--- config.mk ---
export PLATFORM = sky130hd
export DESIGN_NAME = apb_timer_slave
export DESIGN_NICKNAME = d
export VERILOG_FILES = /design/src/rtl/apb_timer_slave.sv
export SDC_FILE = /design/constraint.sdc
export NUM_CORES = 1
export LEC_CHECK = 0
export ABC_AREA = 1
export BUFFER_PORTS_ARGS = -buffer_cell sky130_fd_sc_hd__buf_2
export CORE_MARGIN = 2
export CORE_UTILIZATION = 40
export CTS_BUF_LIST = sky130_fd_sc_hd__clkbuf_16
export DETAILED_ROUTE_END_ITERATION = 16
export PLACE_DENSITY = 0.61
export RECOVER_POWER = 50
export SYNTH_ARGS = -nofsm -noshare
export SYNTH_HDL_FRONTEND = slang
export SYNTH_SLANG_ARGS = --single-unit
--- constraint.sdc ---
create_clock -name HCLK -period 5.27 [get_ports HCLK]
set_clock_uncertainty 0.2 [all_clocks]
set_input_delay 0.527 -clock HCLK [delete_from_list [all_inputs] [get_ports HCLK]]
set_output_delay 0.527 -clock HCLK [all_outputs]
set_load 0.01 [all_outputs]
--- src/rtl/apb_timer_slave.sv ---
// APB slave holding a 32-bit prescaled down-counter with auto-reload and a level IRQ.
// Access-phase wait states are fixed by WAIT_STATES to throttle the upstream bridge.
module apb_timer_slave #(
    parameter logic [31:0] BASE_ADDR   = 32'h0000_0000,
    parameter int unsigned WAIT_STATES = 1,
    parameter logic [31:0] RESET_LOAD  = 32'h0000_0000
) (
    input  logic        HCLK,
    input  logic        HRESETn,
    input  logic [31:0] PADDR,
    input  logic [31:0] PWDATA,
    input  logic        PENABLE,
    input  logic        PWRITE,
    input  logic        PSEL,
    output logic [31:0] PRDATA,
    output logic        PREADY,
    output logic        PSLVERR,
    output logic        IRQ
);

    typedef enum logic [1:0] {IDLE, SETUP, ACCESS} apb_state_e;

    localparam logic [3:0] WAIT_INIT = 4'(WAIT_STATES);

    apb_state_e  state_q, state_d;
    logic [3:0]  wait_q, wait_d;

    logic        en_q, en_d;
    logic        reload_q, reload_d;
    logic        irqen_q, irqen_d;
    logic [31:0] load_q, load_d;
    logic [31:0] value_q, value_d;
    logic        expired_q, expired_d;
    logic [7:0]  presc_q, presc_d;
    logic [7:0]  presc_cnt_q, presc_cnt_d;
    logic        irq_q, irq_d;

    logic        ready;
    logic [31:0] offset;
    logic        addr_err;
    logic        wr_ok;
    logic        tick;
    logic        expire;
    logic [31:0] rdata;

    always_comb begin
        state_d = state_q;
        wait_d  = wait_q;
        ready   = 1'b0;
        case (state_q)
            IDLE: begin
                if (PSEL && !PENABLE) begin
                    state_d = SETUP;
                    wait_d  = WAIT_INIT;
                end
            end
            SETUP, ACCESS: begin
                if (!PSEL) begin
                    state_d = IDLE;
                end else if (!PENABLE) begin
                    state_d = SETUP;
                    wait_d  = WAIT_INIT;
                end else if (wait_q == 4'd0) begin
                    ready   = 1'b1;
                    state_d = IDLE;
                end else begin
                    wait_d  = wait_q - 4'd1;
                    state_d = ACCESS;
                end
            end
            default: state_d = IDLE;
        endcase
    end

    // Out-of-window addresses wrap to a large offset, so they fail the >0x10 test.
    assign offset   = PADDR - BASE_ADDR;
    assign addr_err = (offset > 32'h10) || (PADDR[1:0] != 2'b00) ||
                      (PWRITE && (offset == 32'h08));
    assign wr_ok    = ready && PWRITE && !addr_err;

    always_comb begin
        rdata = '0;
        case (offset)
            32'h00:  rdata = {29'd0, irqen_q, reload_q, en_q};
            32'h04:  rdata = load_q;
            32'h08:  rdata = value_q;
            32'h0C:  rdata = {31'd0, expired_q};
            32'h10:  rdata = {24'd0, presc_q};
            default: rdata = '0;
        endcase
    end

    assign PREADY  = ready;
    assign PSLVERR = ready && addr_err;
    assign PRDATA  = (ready && !addr_err && !PWRITE) ? rdata : '0;
    assign IRQ     = irq_q;

    assign tick = en_q && (presc_cnt_q == presc_q);

    always_comb begin
        en_d        = en_q;
        reload_d    = reload_q;
        irqen_d     = irqen_q;
        load_d      = load_q;
        value_d     = value_q;
        expired_d   = expired_q;
        presc_d     = presc_q;
        presc_cnt_d = (en_q && !tick) ? presc_cnt_q + 8'd1 : '0;
        expire      = 1'b0;
        irq_d       = expired_q & irqen_q;

        if (tick) begin
            if (value_q != '0) begin
                value_d = value_q - 32'd1;
            end else begin
                expire = 1'b1;
                if (reload_q) value_d = load_q;
                else          en_d    = 1'b0;
            end
        end

        // Bus writes are applied after the tick so they override it; expiry beats W1C.
        if (wr_ok) begin
            case (offset)
                32'h00: begin
                    en_d     = PWDATA[0];
                    reload_d = PWDATA[1];
                    irqen_d  = PWDATA[2];
                end
                32'h04: begin
                    load_d      = PWDATA;
                    value_d     = PWDATA;
                    presc_cnt_d = '0;
                end
                32'h0C: if (PWDATA[0]) expired_d = 1'b0;
                32'h10: begin
                    presc_d     = PWDATA[7:0];
                    presc_cnt_d = '0;
                end
                default: ;
            endcase
        end

        if (expire) expired_d = 1'b1;
    end

    always_ff @(posedge HCLK or negedge HRESETn) begin
        if (!HRESETn) begin
            state_q     <= IDLE;
            wait_q      <= '0;
            en_q        <= 1'b0;
            reload_q    <= 1'b0;
            irqen_q     <= 1'b0;
            load_q      <= RESET_LOAD;
            value_q     <= RESET_LOAD;
            expired_q   <= 1'b0;
            presc_q     <= '0;
            presc_cnt_q <= '0;
            irq_q       <= 1'b0;
        end else begin
            state_q     <= state_d;
            wait_q      <= wait_d;
            en_q        <= en_d;
            reload_q    <= reload_d;
            irqen_q     <= irqen_d;
            load_q      <= load_d;
            value_q     <= value_d;
            expired_q   <= expired_d;
            presc_q     <= presc_d;
            presc_cnt_q <= presc_cnt_d;
            irq_q       <= irq_d;
        end
    end

endmodule

==> impl_metrics.toml, run 1 <==
[run_status]
status = "finished with violations"
violations = "max-capacitance violations, max-slew violations"

[synthesis]
avgSynthCellArea_um2 = 6.27
ys_ff_latch = 91
synth_area_um2 = 6870
synthCells = 1096
yosysWarnings = 0
seq_area_frac_synth_pct = 33.2
synth_edf_count = 0
synth_ff_type = "dfrtp_1"
syn_nets = 1172
async_flop_share_pct = 100
ys_types = 36

[route]
routedWlPerCell_um = 14.3
vias = 7052
first_pass_iters = 5
drcViolationCount = 0
drtIter0Drc = 497
viasPerCell = 5.05
drt_wl_total_mm = 20.0
ant_nets = 0

[cells_and_area]
diodes = 0
layout_common_cells = "nand2_1 (463), nor2_1 (120), buf_2 (101), inv_1 (95), dfrtp_1 (91)"
layout.nets = 1247
layout_commonest_cell = "nand2_1"
area_growth_syn_to_layout_pct = 12.2
drive_gt1_share_pct = 12.8

[worst_hold_path]
hold_path_startpoint = "PWDATA[5]"
hold_path_class = "primary input to register"
hold_path_end = "presc_q[5]"
hold_depth = 3

[die]
ioPinCount = 104
die-area_um2 = 18200
fp.dieW_um = 135
core_um2 = 16700
die_h_um = 135
start_util_pct = 41.1
fp-row-count = 47

[setup_path]
worstSetupPathType = "primary input to asynchronous set/reset pin"
rr_startpoint = "wait_q[1]"
critPathMaxFanout = 53
critPathRequiredTime_ns = 5.30
reg2reg_to = "load_q[11]"
worstSetupEndpointType = "asynchronous set/reset pin"
r2r_slack_ns = 1.61
arrival_ns = 3.80
worstRegToRegCells = 11
crit_path_start_kind = "primary input"

[grt]
grtUsageTotal_pct = 22.5
grt_overflow = 0
grt_max_degree = 65
grt_pass1_vias = 6675
antenna_found_initial = 0
grt_pass1_wl_mm = 33.0

[timing]
final_max_slew_viol_count = 40
fin_crit_sh_pct = 71.5
fmax_mhz = 265
rsz0062_at_grt = "false"
worst_slew_pin_slew_ns = 2.10
period_minus_slack_ns = 3.77
fin_setup_tns_ns = 0
setup_viol = 0
final-hold-violation-count = 0
relSlewSlack_pct = -40.0
fin_hold_ws_ns = 0.230

[power]
powerDensity_nw_per_um2 = 201
ir_worst_vdd_mv = 0.160
power_leakage_nw = 4.37

[run]
cap_violations = 1

[clock_tree]
h-tree-depth = 3
cts_resized = 0
clk_latency_ns = 0.35
cts_tree = "built"
clk_path_buf_depth = 2
cts_sinks = 91
cts-root-buf = "clkbuf_16"
path_clk_slew_ns = 0.07
cts_buffers = 9

[placement]
routabilityCongestion = 0.940
port_buffers = 103
dp_hpwl_mm = 14.3
## where the power goes
group,leakage (nW),total [mW],switching (mW),internal (mW)
registers,1.26,0.728,0.00937,0.719
clock network,0.143,0.654,0.288,0.366
logic,2.97,0.168,0.106,0.0621
## logic make-up after synthesis
group                      share of synthesized area, %
buffers and inverters                              9.44
adders and majority gates                          1.28
xor gates and xnor gates                           2.81
AOI/OAI and AO/OA                                  10.4
and+or+nand+nor                                    43.0
DFF                                                33.2
## per-layer routing
metal  global-route usage [%]  vias up  share of wire [%]
met5                        0        -                  0
met4                     5.44        0                1.2
met3                     2.55       14                4.3
met2                     37.2      163                 45
met1                     31.6     3243                 49
li1                         -     3632                  -
## stage by stage
step	area [um^2]	util (%)	total power, mW	worst slack [ns]	instances
finish	7700	46.1	1.55	1.50	1396
global route	7700	46.1	1.62	0.862	1396
global placement	7420	44.4	0.907	1.80	1379
detailed placement	7420	44.4	0.913	1.76	1379
floorplan	6870	-	0.842	2.71	1096
CTS	7720	46.2	1.56	1.75	1396
## worst max-delay path by stage
stage,start,end,slack (ns)
after global routing,HRESETn,load_q[20],0.86
after global placement,PADDR[22],PRDATA[11],1.80
after detailed placement,PADDR[20],PRDATA[0],1.76
after CTS,PADDR[20],PRDATA[11],1.75
after floorplan,PADDR[13],PRDATA[11],2.71
final,HRESETn,load_q[15],1.50
## sequential cells by signal (all words and copies together) (netlist names)
register and count:
state_q 2, presc_cnt_q 8, expired_q 1, irqen_q 1, presc_q 8, value_q 32
IRQ 1, wait_q 4, load_q 32, reload_q 1, en_q 1
## layout make-up
type                            instances  area (um^2)
Timing Repair Buffer                  109          558
Clock buffer                            9          225
Sequential cell                        91         2280
Clock inverter                          7         68.8
Tap cell                              220          275
Fill cell                            1806         9000
Inverter                               98          368
Multi-Input combinational cell        862         3930
## synth_stat cells (2+ instances only)
cell,n,area (um^2)
a21boi_1,8,60.1
a21oi_1,54,270
buf_2,11,55.1
buf_4,4,30.0
buf_6,11,124
clkbuf_1,19,71.3
dfrtp_1,91,2280
ha_1,7,87.6
inv_1,95,357
inv_2,3,11.3
nand2_1,463,1740
nand2_2,7,43.8
nand3_1,42,210
nand3_4,2,35.0
nand4_1,48,300
nor2_1,118,443
nor2_2,4,25.0
nor2_4,4,45.0
nor3_1,7,35.0
o21ai_0,56,280
o21ai_2,3,26.3
o22ai_1,3,18.8
or2_2,3,18.8
xnor2_1,7,61.3
xor2_1,15,131
## worst max-delay path: stages
cell           delay [ns]
dlygate4sd3_1        0.52
clkbuf_1             1.48
clkbuf_2             1.23
## repair_timing
item	CTS	global route
hold buffers	1	0
hold endpoints to repair	38	0
buffers inserted	0	0
Power figures use the tool's default switching activity.
==> run 2, diff against run 1 <==
--- a/config.mk
+++ b/config.mk
@@ -5,13 +5,13 @@
 export SDC_FILE = /design/constraint.sdc
 export NUM_CORES = 1
 export LEC_CHECK = 0
-export ABC_AREA = 1
+export ABC_AREA = 0
 export BUFFER_PORTS_ARGS = -buffer_cell sky130_fd_sc_hd__buf_2
 export CORE_MARGIN = 2
 export CORE_UTILIZATION = 40
 export CTS_BUF_LIST = sky130_fd_sc_hd__clkbuf_16
 export DETAILED_ROUTE_END_ITERATION = 16
-export PLACE_DENSITY = 0.61
+export PLACE_DENSITY = 0.65
 export RECOVER_POWER = 50
 export SYNTH_ARGS = -nofsm -noshare
 export SYNTH_HDL_FRONTEND = slang
==> constraint.sdc (replaced) <==
create_clock -name HCLK -period 3.1 [get_ports HCLK]
set_clock_uncertainty 0.2 [all_clocks]
set_input_delay 0.31 -clock HCLK [delete_from_list [all_inputs] [get_ports HCLK]]
set_output_delay 0.31 -clock HCLK [all_outputs]
set_load 0.01 [all_outputs]
==> run 2 against run 1 <==
  * The flow finishes with violations (negative hold slack)
  * Worst setup slack got worse by 1.3 ns
  * Cell area decreased by 11%
  * Cell count decreased by 31%
==> impl_metrics.toml, run 2 <==
[clock_tree]
h-tree-depth = 3
cts_sinks = 91
cts_buffers = 9
cts-root-buf = "clkbuf_16"
clk_path_buf_depth = 2
clk_latency_ns = 0.37
path_clk_slew_ns = 0.06
cts_tree = "built"

[synthesis]
synthTopCellsByArea = "dfrtp_1 (41%), nand2_1 (6.4%), nor2_1 (4.5%)"
synth_top_area_cell = "dfrtp_1"
syn_nets = 730
synth_edf_count = 0
synth_ff_type = "dfrtp_1"
yosysWarnings = 0
async_flop_share_pct = 100
synth_area_um2 = 5490
seq_area_frac_synth_pct = 41.5
yosysTopAreaCellShare_pct = 41.5
yosys.cell_count.top_type = "nand2_1"
ys_types = 60
avgSynthCellArea_um2 = 8.39
yosys-top-cells-count = "nand2_1 (94), dfrtp_1 (91), nor2_1 (66)"
synthCells = 654
ys_ff_latch = 91

[route]
drt_wl_total_mm = 16.9
first_pass_iters = 5
drtIter0Drc = 495
ant_nets = 0
viasPerCell = 5.78
wl_met3_um = 954
drcViolationCount = 0
vias = 5565
routedWlPerCell_um = 17.6
dr.max_layer_used = "met4"
dr_wl_met2_mm = 7.94
m1WireLength_mm = 7.75

[setup_path]
worstSetupEndpointType = "output pin"
r2r_slack_ns = 0.20
critical_path_depth = 9
arrival_ns = 2.40
rr_startpoint = "value_q[11]"
cp-startpoint = "PADDR[29]"
cp_slowest_cell = "or4_1"
critPathRequiredTime_ns = 2.59
path_cells = "buf_2 -> nor4_1 -> nand2_1 -> or4_1 -> nor4b_2 -> buf_12 -> nand2_1 -> a21oi_1 -> buf_2"
reg2reg_to = "value_q[28]"
critPathMaxFanout = 31
path_delay_family = "simple AND/OR/NAND/NOR gates"
cp_num_buf_inv = 3
worstRegToRegCells = 7
crit_path_start_kind = "primary input"
worstSetupPathType = "primary input to output pin"
slowest_delay_ns = 0.55

[worst_hold_path]
hold_path_startpoint = "PWDATA[14]"
hold_path_class = "primary input to register"
hold_depth = 3
hold_path_end = "load_q[14]"

[timing]
fin_crit_sh_pct = 93.8
final_max_slew_viol_count = 0
fmax_mhz = 344
worst_slew_pin_slew_ns = 1.31
relSlewSlack_pct = 12.5
fin_hold_ws_ns = -0.00621
rsz0062_at_grt = "false"
fin_setup_tns_ns = 0
setup_viol = 0
period_minus_slack_ns = 2.91
layout_setup_ws_ns = 0.192
final-hold-violation-count = 1

[grt]
grt_overflow = 0
grt_pass1_wl_mm = 28.2
grt_pass1_vias = 5635
grtUsageTotal_pct = 24.1
grt_max_degree = 67
antenna_found_initial = 0

[cells_and_area]
reg_top3 = "load_q (32), value_q (32)"
area_growth_syn_to_layout_pct = 25.0
layout_commonest_cell = "buf_2"
drive_gt1_share_pct = 21.9
layout_common_cells = "buf_2 (99), nand2_1 (94), dfrtp_1 (91), nor2_1 (66), o21ai_0 (47)"
layout.nets = 857
utilization_pct = 51.4
diodes = 0

[placement]
routabilityCongestion = 0.910
port_buffers = 103
pre_cts_slack_ns = 0.0574
dp_hpwl_mm = 11.7

[run_status]
status = "finished with violations"
violations = "negative hold slack"

[die]
core_um2 = 13300
die-area_um2 = 14700
die_h_um = 121
ioPinCount = 104
start_util_pct = 41.1
fp-row-count = 42
fp.dieW_um = 121

[power]
ir_worst_vdd_mv = 0.226
power_mw = 2.54
power_leakage_nw = 3.04
powerDensity_nw_per_um2 = 371

[run]
cap_violations = 0
run 2: cell types whose count changed after synthesis, sizes merged, moves of 22 or more:
| cell | delta |
|---|---|
| nand2 | -377 |
| inv | -69 |
| nor2 | -61 |
| nand4 | -44 |
| a21oi | -33 |
| a22oi | +25 |
| nor4 | +24 |
| nand3 | -23 |
| buf | -22 |
run 2: report_power, final:
part	total (mW)	internal, mW	switching, mW
clock	1.05	0.547	0.502
sequential	1.24	1.21	0.0222
combinational	0.257	0.116	0.141
total	2.54	1.88	0.664
run 2: cells by family after synthesis:
logic type,count (synthesis),synth area share [%]
adders and majority gates,7,1.60
muxes,15,3.21
and+or+nand+nor,283,25.2
xor gates and xnor gates,18,2.87
buffers and inverters,71,5.06
DFF,91,41.5
AOI/OAI and AO/OA,169,20.6
run 2: worst max path at each step:
stage                endpoint
6_report            PRDATA[2]
3_5_place_dp   presc_cnt_q[4]
4_1_cts        presc_cnt_q[2]
3_3_place_gp   presc_cnt_q[7]
5_1_grt           value_q[28]
2_1_floorplan       PRDATA[2]
run 2: metal layers:
layer,vias to the layer above,global-route usage [%]
met3,25,4.51
li1,2643,-
met2,185,38.6
met5,-,0
met1,2712,33.1
met4,0,7.83
run 2: worst register-to-register path: cells and delay by family, from the launching register on:
family / cells / cell delay (ns)
buffers and inverters: 1 / 0.21
AO/OA/AOI/OAI: 2 / 0.35
AND/OR/NAND/NOR: 4 / 1.62
flip-flops: 1 / 0.42
run 2: through the flow:
| stage | hold WS (ns) | instance area (um^2) | std cells |
|---|---|---|---|
| 6_report | -0.00621 | 6860 | 962 |
| 5_1_grt | 0.0164 | 6860 | 962 |
| 4_1_cts | 0.000517 | 6840 | 958 |
| 3_5_place_dp | 0.193 | 6330 | 919 |
| 3_3_place_gp | 0.188 | 6330 | 919 |
| 2_1_floorplan | -0.186 | 5490 | 654 |
run 2: layout make-up:
cell class                 count  area, um^2
clock inverter                 7        51.3
sequential                    91        2280
timing repair buffer         158        1020
inverter                      29         109
fill                        1323        6490
multi-input combinational    492        2950
clock buffer                   9         225
tap                          176         220
run 2: timing repair:
item                                   CTS  global route
endpoints found under the hold margin   82             0
setup endpoints to repair                0            41
hold buffers                            23             0
gates resized for setup                  0             1
buffers inserted                         0             4
==> run 3, diff against run 2 <==
--- a/config.mk
+++ b/config.mk
@@ -7,11 +7,13 @@
 export LEC_CHECK = 0
 export ABC_AREA = 0
 export BUFFER_PORTS_ARGS = -buffer_cell sky130_fd_sc_hd__buf_2
+export CELL_PAD_IN_SITES_DETAIL_PLACEMENT = 1
+export CELL_PAD_IN_SITES_GLOBAL_PLACEMENT = 1
 export CORE_MARGIN = 2
-export CORE_UTILIZATION = 40
+export CORE_UTILIZATION = 38
 export CTS_BUF_LIST = sky130_fd_sc_hd__clkbuf_16
 export DETAILED_ROUTE_END_ITERATION = 16
-export PLACE_DENSITY = 0.65
+export PLACE_DENSITY = 0.79
 export RECOVER_POWER = 50
 export SYNTH_ARGS = -nofsm -noshare
 export SYNTH_HDL_FRONTEND = slang
==> run 3 against run 2 <==
  * The run now ends clean
  * Register-to-register slack got worse by 0.07 ns
  * Clock power increased by 16%
  * Maximum frequency decreased by 2.1%
  * Largest cell class unchanged
==> impl_metrics.toml, run 3 (synthesis results as in run 2) <==
[timing]
final-hold-violation-count = 0
fin_hold_ws_ns = 0.00411
worst_slew_pin_slew_ns = 1.21
fmax_mhz = 337
rsz0062_at_grt = "false"
setup_viol = 0
final_max_slew_viol_count = 0
fin_crit_sh_pct = 95.8
relSlewSlack_pct = 19.4
period_minus_slack_ns = 2.97

[grt]
grt-busiest-layer = "met2"
antenna_found_initial = 0
grt_overflow = 0
grt_pass1_vias = 6012
grtUsageTotal_pct = 24.1
grt_pass1_wl_mm = 30.5
grt_use_met1_pct = 30.4
grt_max_degree = 67
use_met3_pct = 3.61
grtUsageMet2_pct = 41.3

[cells_and_area]
diodes = 0
layout.cells.non_filler = 960
utilization_pct = 49.1
drive_gt1_share_pct = 21.7
reg_top3 = "load_q (32), value_q (32)"
area_growth_syn_to_layout_pct = 25.1
layout_common_cells = "buf_2 (100), nand2_1 (94), dfrtp_1 (91), nor2_1 (66), o21ai_0 (47)"
fill_cells = 1725
layout_commonest_cell = "buf_2"
layout.nets = 851

[clock_tree]
cts-root-buf = "clkbuf_16"
cts_tree = "built"
path_clk_slew_ns = 0.07
cts_sinks = 91
cts_buffers = 9
h-tree-depth = 3
clk_latency_ns = 0.36
clk_path_buf_depth = 2

[power]
powerDensity_nw_per_um2 = 395
ir_worst_vdd_mv = 0.295
power_leakage_nw = 3.05

[die]
ioPinCount = 104
die-area_um2 = 15400
fp-row-count = 43
die_h_um = 124
start_util_pct = 39.2
fp.dieW_um = 124
core_um2 = 14000

[placement]
routabilityCongestion = 0.854
dp_hpwl_mm = 13.0
port_buffers = 103
place_inst = 921

[route]
drcViolationCount = 0
drt_wl_total_mm = 18.4
viasPerCell = 5.89
vias = 5654
routedWlPerCell_um = 19.2
ant_nets = 0
drtIter0Drc = 307
first_pass_iters = 5

[worst_hold_path]
hold_path_startpoint = "PWDATA[5]"
hold_path_end = "load_q[5]"
hold_path_class = "primary input to register"
hold_depth = 3

[setup_path]
cp-startpoint = "value_q[11]"
r2r_slack_ns = 0.13
reg2reg_to = "value_q[4]"
crit_path_start_kind = "register"
arrival_ns = 3.04
worstSetupPathType = "register to register"
worstRegToRegCells = 7
critPathMaxFanout = 9
worstSetupEndpointType = "register"
rr_startpoint = "value_q[11]"
critPathRequiredTime_ns = 3.17

[run]
cap_violations = 0

[run_status]
status = "finished, final reports clean"
[run 3: worst max path at each step]
stage / to / cells after the start / slack [ns]
after floorplan: PRDATA[2] / 7 / 0.34
after global placement: presc_cnt_q[7] / 8 / 0.20
after detailed placement: presc_cnt_q[6] / 8 / -0.03
after CTS: presc_cnt_q[6] / 9 / 0.03
after global routing: value_q[4] / 7 / 0.02
final: value_q[4] / 7 / 0.13
[run 3: metal layers]
layer / up-vias / wire length (um)
met1: 2859 / 8100
li1: 2627 / -
met4: 0 / 454
met5: - / 0
met3: 34 / 602
met2: 134 / 9220
[run 3: power by group]
group | internal [mW] | switching, mW | leakage [nW] | total, mW
Combinational | 0.113 | 0.143 | 1.79 | 0.256
Sequential | 1.21 | 0.0235 | 1.11 | 1.24
Clock | 0.713 | 0.509 | 0.154 | 1.22
[run 3: metrics by stage]
| stage | setup slack, ns | instance area, um^2 | TNS [ns] | power [mW] |
|---|---|---|---|---|
| finish | 0.130 | 6870 | 0 | 2.71 |
| global placement | 0.200 | 6310 | 0 | 1.47 |
| detailed placement | -0.0348 | 6310 | -0.128 | 1.50 |
| floorplan | 0.337 | 5490 | 0 | 1.38 |
| global route | 0.0197 | 6870 | 0 | 2.83 |
| CTS | 0.0286 | 6850 | 0 | 2.74 |
[run 3: what timing repair did]
action                                  CTS  global route
hold buffers                             21             0
endpoints found under the setup margin    8            85
pin swaps                                 1             1
gates cloned                              0             0
resized for setup                         0             5
hold endpoints to repair                 78             0
setup buffers                             1             1
[run 3: worst max-delay path: stages (launching register included)]
cell and delay, ns:
dfrtp_1 0.42, or4_4 0.59, or4_1 0.62, nor3_4 0.26, buf_4 0.21, nor2_1 0.13
a31o_1 0.25, o31ai_1 0.19
[run 3: cell type report]
| type | instances | area [um^2] | share of cell area [%] |
|---|---|---|---|
| clock inverter | 7 | 97.6 | 1.42 |
| tap | 180 | 225 | 3.28 |
| timing repair buffer | 152 | 951 | 13.8 |
| clock buffer | 9 | 225 | 3.28 |
| sequential | 91 | 2280 | 33.2 |
| inverter | 29 | 109 | 1.58 |
| multi-input combinational | 492 | 2980 | 43.4 |
